## src/rtl/shift_rotate_pkg.sv

```systemverilog
// Shared types for the shift/rotate register: operation codes and FSM states.
package shift_rotate_pkg;

    typedef enum logic [2:0] {
        LOAD = 3'b000,
        SLL  = 3'b001,
        SRL  = 3'b010,
        SRA  = 3'b011,
        ROL  = 3'b100,
        ROR  = 3'b101,
        NOP  = 3'b110,
        RSVD = 3'b111
    } op_t;

    typedef enum logic [1:0] {
        IDLE  = 2'b00,
        SHIFT = 2'b01,
        DONE  = 2'b10
    } state_t;

    function automatic logic is_shift_op(op_t o);
        return (o == SLL) || (o == SRL) || (o == SRA) || (o == ROL) || (o == ROR);
    endfunction

endpackage

```

## src/rtl/shift_rotate_step.sv

```systemverilog
// One-bit shift/rotate step, purely combinational.
// The shifted-out bit port exists only when SHIFT_ROTATE_UNIT_CARRY_EN is defined.
module shift_rotate_step
    import shift_rotate_pkg::*;
#(
    parameter int WIDTH = 8
) (
    input  logic [WIDTH-1:0] q,
    input  op_t              op,
`ifdef SHIFT_ROTATE_UNIT_CARRY_EN
    output logic             shift_out,
`endif
    output logic [WIDTH-1:0] q_next
);

    always_comb begin
        q_next = q;
`ifdef SHIFT_ROTATE_UNIT_CARRY_EN
        shift_out = 1'b0;
`endif
        case (op)
            SLL: begin
                q_next = {q[WIDTH-2:0], 1'b0};
`ifdef SHIFT_ROTATE_UNIT_CARRY_EN
                shift_out = q[WIDTH-1];
`endif
            end
            SRL: begin
                q_next = {1'b0, q[WIDTH-1:1]};
`ifdef SHIFT_ROTATE_UNIT_CARRY_EN
                shift_out = q[0];
`endif
            end
            SRA: begin
                q_next = {q[WIDTH-1], q[WIDTH-1:1]};
`ifdef SHIFT_ROTATE_UNIT_CARRY_EN
                shift_out = q[0];
`endif
            end
            ROL: begin
                q_next = {q[WIDTH-2:0], q[WIDTH-1]};
`ifdef SHIFT_ROTATE_UNIT_CARRY_EN
                shift_out = q[WIDTH-1];
`endif
            end
            ROR: begin
                q_next = {q[0], q[WIDTH-1:1]};
`ifdef SHIFT_ROTATE_UNIT_CARRY_EN
                shift_out = q[0];
`endif
            end
            default: q_next = q;
        endcase
    end

endmodule

```

## src/rtl/shift_rotate_unit.sv

```systemverilog
// Multi-cycle shift/rotate register, one bit position per clock, start/ready/done handshake.
// Define SHIFT_ROTATE_UNIT_CARRY_EN to implement the carry register; otherwise carry is tied to 0.
module shift_rotate_unit
    import shift_rotate_pkg::*;
#(
    parameter  int WIDTH = 8,
    localparam int AW    = $clog2(WIDTH)
) (
    input  logic             clock,
    input  logic             resetn,
    input  logic             start,
    input  logic [2:0]       op,
    input  logic [AW-1:0]    amount,
    input  logic [WIDTH-1:0] data_in,
    output logic             ready,
    output logic             busy,
    output logic             done,
    output logic [WIDTH-1:0] Q,
    output logic             carry
);

    state_t           state, state_d;
    op_t              op_q;
    logic [AW-1:0]    cnt;
    logic [WIDTH-1:0] step_q;
    op_t              op_in;
    logic             accept;

    assign op_in  = op_t'(op);
    assign accept = (state == IDLE) && start;

`ifdef SHIFT_ROTATE_UNIT_CARRY_EN
    logic step_out;
    logic carry_q;

    shift_rotate_step #(.WIDTH(WIDTH)) u_step (
        .q         (Q),
        .op        (op_q),
        .shift_out (step_out),
        .q_next    (step_q)
    );

    always_ff @(posedge clock or negedge resetn) begin
        if (!resetn) begin
            carry_q <= 1'b0;
        end else if (accept && (op_in == LOAD)) begin
            carry_q <= 1'b0;
        end else if (state == SHIFT) begin
            carry_q <= step_out;
        end
    end

    assign carry = carry_q;
`else
    shift_rotate_step #(.WIDTH(WIDTH)) u_step (
        .q      (Q),
        .op     (op_q),
        .q_next (step_q)
    );

    assign carry = 1'b0;
`endif

    always_ff @(posedge clock or negedge resetn) begin
        if (!resetn) begin
            state <= IDLE;
        end else begin
            state <= state_d;
        end
    end

    // cnt == 1 at an edge means this is the final step
    always_comb begin
        state_d = state;
        ready   = 1'b0;
        busy    = 1'b0;
        done    = 1'b0;
        case (state)
            IDLE: begin
                ready = 1'b1;
                if (start) begin
                    if (is_shift_op(op_in) && (amount != '0)) state_d = SHIFT;
                    else                                       state_d = DONE;
                end
            end
            SHIFT: begin
                busy = 1'b1;
                if (cnt == AW'(1)) state_d = DONE;
            end
            DONE: begin
                done    = 1'b1;
                state_d = IDLE;
            end
            default: state_d = IDLE;
        endcase
    end

    always_ff @(posedge clock or negedge resetn) begin
        if (!resetn) begin
            Q    <= '0;
            cnt  <= '0;
            op_q <= NOP;
        end else if (accept) begin
            op_q <= op_in;
            cnt  <= amount;
            if (op_in == LOAD) Q <= data_in;
        end else if (state == SHIFT) begin
            Q   <= step_q;
            cnt <= cnt - AW'(1);
        end
    end

endmodule

```

## config.mk

```make
export PLATFORM = sky130hd
export DESIGN_NAME = shift_rotate_unit
export DESIGN_NICKNAME = d
export VERILOG_FILES = /design/src/rtl/shift_rotate_pkg.sv /design/src/rtl/shift_rotate_step.sv /design/src/rtl/shift_rotate_unit.sv
export SDC_FILE = /design/constraint.sdc
export NUM_CORES = 1
export LEC_CHECK = 0
export BUFFER_PORTS_ARGS = -buffer_cell sky130_fd_sc_hd__buf_2
export CORE_AREA = 2 2 62 64
export CTS_CLUSTER_SIZE = 14
export DETAILED_ROUTE_END_ITERATION = 6
export DIE_AREA = 0 0 64 66
export MAX_ROUTING_LAYER = met4
export PLACE_DENSITY_LB_ADDON = 0.12
export SLEW_MARGIN = 20
export SYNTH_ARGS = -nofsm -noshare
export SYNTH_HDL_FRONTEND = slang
export SYNTH_SLANG_ARGS = --single-unit
export TNS_END_PERCENT = 50
```

## constraint.sdc

```tcl
create_clock -name clock -period 1.6 [get_ports clock]
set_clock_uncertainty 0.2 [all_clocks]
set_input_delay 0.08 -clock clock [delete_from_list [all_inputs] [get_ports clock]]
set_output_delay 0.08 -clock clock [all_outputs]
set_load 0.03 [all_outputs]
```

# After elaboration in Yosys (flattened, before gate mapping)
# Cells that the tools add are included.
dict set report totals {
  reg_bits 16
  in_bits 17
  out_inout_bits 12
  wordCells 51
}
dict set report op_classes {
  add_sub_neg 1
  n_eq_ne 17
  n_mux 13
  n_reduce_logical 15
}
# operator count
set op_table {}
lappend op_table {{8-bit case mux with 5 select lines} 1}
lappend op_table {{8-bit two-way mux} 3}
lappend op_table {{3-bit by 2-bit == test with 1-bit output, second input constant} 4}
lappend op_table {{3-bit == test, second input constant} 4}
lappend op_table {{3-bit by 1-bit == test with 1-bit output, second input constant} 3}
lappend op_table {{2-bit two-way mux} 3}
lappend op_table {{3-bit two-way mux} 2}
lappend op_table {{2-bit inequality test, second input constant} 3}
lappend op_table {{6-bit nonzero test} 1}
lappend op_table {{5-bit nonzero test} 1}
lappend op_table {{1-bit logical OR} 4}
lappend op_table {{2-bit case mux with 2 select lines} 1}
lappend op_table {{4-bit AND reduction} 1}
lappend op_table {{3-bit zero test} 1}
lappend op_table {{1-bit two-way mux} 3}
lappend op_table {{3-bit AND reduction} 1}
lappend op_table {{3-bit nonzero test} 1}
lappend op_table {{3-bit by 1-bit subtractor with 3-bit output, second input constant} 1}
lappend op_table {{2-bit by 1-bit == test with 1-bit output, second input constant} 1}
lappend op_table {{2-bit == test, second input constant} 1}
lappend op_table {{1-bit logical AND} 2}
lappend op_table {{2-bit zero test} 1}
lappend op_table {{2-bit by 1-bit inequality test with 1-bit output, second input constant} 1}
lappend op_table {{2-bit AND reduction} 1}
lappend op_table {{2-bit nonzero test} 1}

# Longest topological paths before layout
dict set report logic_depth {
  depth_word 9
  mapped_depth 6
  depth_no_buf 5
}

# By module
# Synthesis repeated with hierarchy kept, for this count alone.
dict set report unflattened {
  cells_unflattened 129
  hier_area_um2 1223.7
}
# mod n_inst cells_each area_each_um2 seq_area_each_um2
set modules_own_cells {}
lappend modules_own_cells {shift_rotate_unit 1 75 864.6 402.9}
lappend modules_own_cells {shift_rotate_step 1 54 359.1 0.0}

# Least setup slack after synthesis
# Ideal clock, no wire load.
dict set report synth_path {
  kind {register to register}
  startpoint {register state[1]}
  endpoint {register Q[2]}
  setup_ns 0.095
  arrival_ns 1.505
  t_required_ns 1.305
  slack_ns -0.200
  stages_incl_launch_ff 6
  path_buffers 1
  synth_period_minus_slack_ns 1.800
  path_cell_list {dfrtp_1 > nand2b_1 > inv_1 > a32oi_4 > buf_6 > o31ai_1}
}
dict set report synth_via {
  elab_chain_cells 4
  elab_cells_between_ends 8
  cone_classes {eq/ne: 2; mux: 1; reduce/logical: 5}
}
# element line
set synth_lines {}
lappend synth_lines {{from (decl)} shift_rotate_unit.sv:22} ;# state_t state, state_d;
lappend synth_lines {{from (signal assigned)} shift_rotate_unit.sv:68} ;# state <= state_d;
lappend synth_lines {{2-bit zero test} shift_rotate_unit.sv:30} ;# assign accept = (state == IDLE) && start;
lappend synth_lines {{1-bit logical AND} shift_rotate_unit.sv:30}
lappend synth_lines {{6-bit nonzero test (no source line) (tied with other cells)} --}
lappend synth_lines {{3-bit AND reduction (no source line)} --}
lappend synth_lines {{to (signal assigned)} shift_rotate_unit.sv:106} ;# if (op_in == LOAD) Q <= data_in;
lappend synth_lines {{to (signal assigned)} shift_rotate_unit.sv:108} ;# Q <= step_q;
lappend synth_lines {{to (decl)} shift_rotate_unit.sv:18} ;# output logic [WIDTH-1:0] Q,
# Several ways; a longest one is shown, not always the timed one.
# A chain may end at the register's enable or synchronous reset.

# Worst setup path in the final report
dict set report layout_path {
  startpoint {register op_q[2]}
  endpoint {register Q[6]}
}
dict set report layout_via {
  elab_chain_cells 4
  elab_cells_between_ends 10
  cone_classes {eq/ne: 5; mux: 3; reduce/logical: 2}
}
# element line
set layout_lines {}
lappend layout_lines {{from (decl)} shift_rotate_unit.sv:23} ;# op_t op_q;
lappend layout_lines {{from (signal assigned)} shift_rotate_unit.sv:104} ;# op_q <= op_in;
lappend layout_lines {{3-bit == test (tied with other cells)} shift_rotate_step.sv:21} ;# case (op)
lappend layout_lines {{8-bit case mux with 5 select lines} shift_rotate_step.sv:21}
lappend layout_lines {{8-bit two-way mux} shift_rotate_unit.sv:107} ;# end else if (state == SHIFT) begin
lappend layout_lines {{8-bit two-way mux} shift_rotate_unit.sv:103} ;# end else if (accept) begin
# Several ways; a longest one is shown, not always the timed one. The select of a mux whose other input is x is not followed.

==> run metrics <==
crit path time final 1.743 ns; total net switching power 1410 uW; first-pass GRT wire length 4.526 mm; share of flip-flops with an asynchronous set or reset after synthesis 100.0%; routed via count divided by cell count 4.709; I/O Buffers 27; part of the power in combinational logic 65.0%; Arr. time, crit path 1.73 ns; top post-synthesis cells by area dfrtp_1 35%, nand2_1 7.8%, dfstp_2 5.2%; clock tree from TritonCTS yes; VDD IR max 0.7845 mV; setup TNS -0.5082 ns; CTS root buffer clkbuf_4; count of routing violations after the opening detailed-route iteration 63; weighted congestion at the end of routability-driven global placement 0.8129; Hold WC Path Type input pin to asynchronous set/reset pin; biggest fanout along the worst timing path 7; largest incremental delay on the critical path 0.59 ns; via count of the first global-routing pass 952; violations in the final reports negative setup slack; insertion delay to the later sink of the worst-skew pair 0.29 ns; Synth Area per Inst 9.015 um^2; cell count after synthesis 112; Total Routing Usage GR 14.14%; total core area 0.003551 mm^2; required time of the critical path 1.59 ns; critical-path cell list nand3b_1, buf_4, a31oi_1, a21boi_2, o31ai_1; final core utilization 44.79%; total half-perimeter wirelength after legalization and detailed placement 1.915 mm; final setup slack of the worst path -0.1426 ns; internal reg-to-reg setup slack -0.14 ns; maximum root-to-sink buffer count 2; placement row count 22; initial antenna violation count 0; unrepaired setup endpoints after global routing true; total grt overflow 0; distinct cell type count of the synthesized netlist 36; clk sink count 16; H-Tree Level Count 1; Final Slew Violations 0; Hold Vio Cnt, Final 0; Wirelength per Cell 12.62 um; net total in the final layout 192; maximum number of pins on one net before global-route repair 17; end of the worst register-to-register path Q[6]; worst reg2reg path startpoint op_q[2]; R2R depth 5; switching share of power 44.83%; Vert. Die Dim 66 um; setup slack after placement -0.08585 ns; ratio of cells with drive above 1 in the final layout 43.02%; number of enable-type register cells in the synthesized netlist 0; pwr/cell area 1978 mW/mm^2; count of antenna diodes in the layout 0; CP Class flop to flop; DIE WIDTH 64 um; share of the yosys chip area belonging to registers 39.90%; run status finished, violations left; Max Freq 573.9 MHz; Synth top area share 34.70%; cell class contributing the biggest share of worst-path delay flip-flops; Final period util 108.9%; die outline area 0.004224 mm^2; max-cap viol count 0; total power 3145 uW; TritonRoute pass-1 iters 4; Synth Cell Area 0.001010 mm^2; clock slew at the register clock pins of the worst setup and hold paths 0.11 ns; CP endpoint kind flop; internal power summed over all cells 1735 uW; cell accounting for the most synthesized area dfrtp_1; endpoints failing setup 9; total of warnings raised by yosys 0; number of vias in the routed layout 1036; hold slack final 0.02775 ns; top_reg_cell synth dfrtp_1; crit start category flop; number of top-level pins 29; standard cell with the maximum stage delay on the critical path dfstp_2; DRC violation count after routing 0; clock network fraction of design power 9.0%; count of buffering cells on the critical path with inverters included 1; Total Wirelength 2.777 mm; sequential group share of total power 26.1%; number of antenna-violating nets in the routed design 0; Post-Synthesis Net Count 131; CTS buffer count 3; leakage power 0.0007361 uW; starting density of the core 28.44%; register bit total from synthesis 16; Synth-to-Final Area Change 57.50%
## state kept, by name, summed over array words and instances (netlist names)
name and count:
Q 8, op_q 3, cnt 3, state 2
## power groups by stage
| stage | combinational (uW) | sequential (uW) | clock [uW] |
|---|---|---|---|
| 2_1_floorplan | 1030 | 936 | 0 |
| 3_3_place_gp | 1700 | 808 | 0 |
| 3_5_place_dp | 1710 | 811 | 0 |
| 4_1_cts | 1940 | 810 | 296 |
| 5_1_grt | 2230 | 844 | 311 |
| 6_report | 2040 | 820 | 282 |
## cell type report
type                            count  area (um^2)
Fill cell                         360         1961
Tap cell                           48        60.06
Sequential cell                    16        405.4
Multi-Input combinational cell     84        590.6
Inverter                            4        15.01
Timing Repair Buffer               64        483.0
Clock buffer                        4        36.28
## synthesized netlist by cell type, drive strengths merged (3+ instances only)
cell type   n
a21boi      6
o31ai       6
nor2        8
nand2b      4
nand2      21
buf         4
a31oi       6
nor3b       3
inv         4
dfrtp      14
clkbuf      4
o21ai       5
## per-stage QoR
step | area (um^2) | instances
2_1_floorplan | 1011 | 112
3_3_place_gp | 1275 | 195
3_5_place_dp | 1275 | 195
4_1_cts | 1543 | 218
5_1_grt | 1590 | 220
6_report | 1590 | 220
## metal layers
metal  GRT usage [%]  part of all wire (%)  wire [um]
met1           19.03                    49       1372
met2           20.70                    46       1270
met3           2.896                   4.1        115
met4           5.707                  0.65         18
met5               -                     0          0
## placed cells by master, fill, tap and decap left out, drive strengths merged, types with 2 or more instances in the layout
master	instances
inv	4
o22ai	2
dfrtp	14
nor2	8
clkbuf	4
dfstp	2
nand3b	2
nand2	21
a31oi	6
nor3b	3
a21boi	6
nand2b	4
a21oi	2
buf	48
o31ai	6
nor3	2
dlygate4sd3	16
o21ai	5
ha	2
nor2b	2
## cells by family after synthesis
kind of cell	synth area share (%)
AOI/OAI and AO/OA	26.40
adders and majority gates	2.478
buffers and inverters	6.442
DFF	39.90
muxes	0.9914
other	0.3714
and+or+nand+nor	23.42
## worst max path at each step
stage,start,end,slack [ns],cells past startpoint
detailed placement,op_q[2],Q[5],-0.09,4
finish,op_q[2],Q[6],-0.14,5
global placement,op_q[2],Q[5],-0.08,4
floorplan,op_q[2],Q[1],-0.13,6
CTS,op_q[1],Q[2],-0.05,4
global route,op_q[2],Q[6],-0.21,5
## what timing repair did
| item | 4_1_cts | 5_1_grt |
|---|---|---|
| pin swaps | 18 | 7 |
| setup buffers | 3 | 2 |
| endpoints found under the setup margin | 9 | 12 |
| hold endpoints to repair | 32 | 0 |
| resized for setup | 19 | 11 |
| hold buffers | 16 | 0 |
Power figures use the tool's default switching activity.
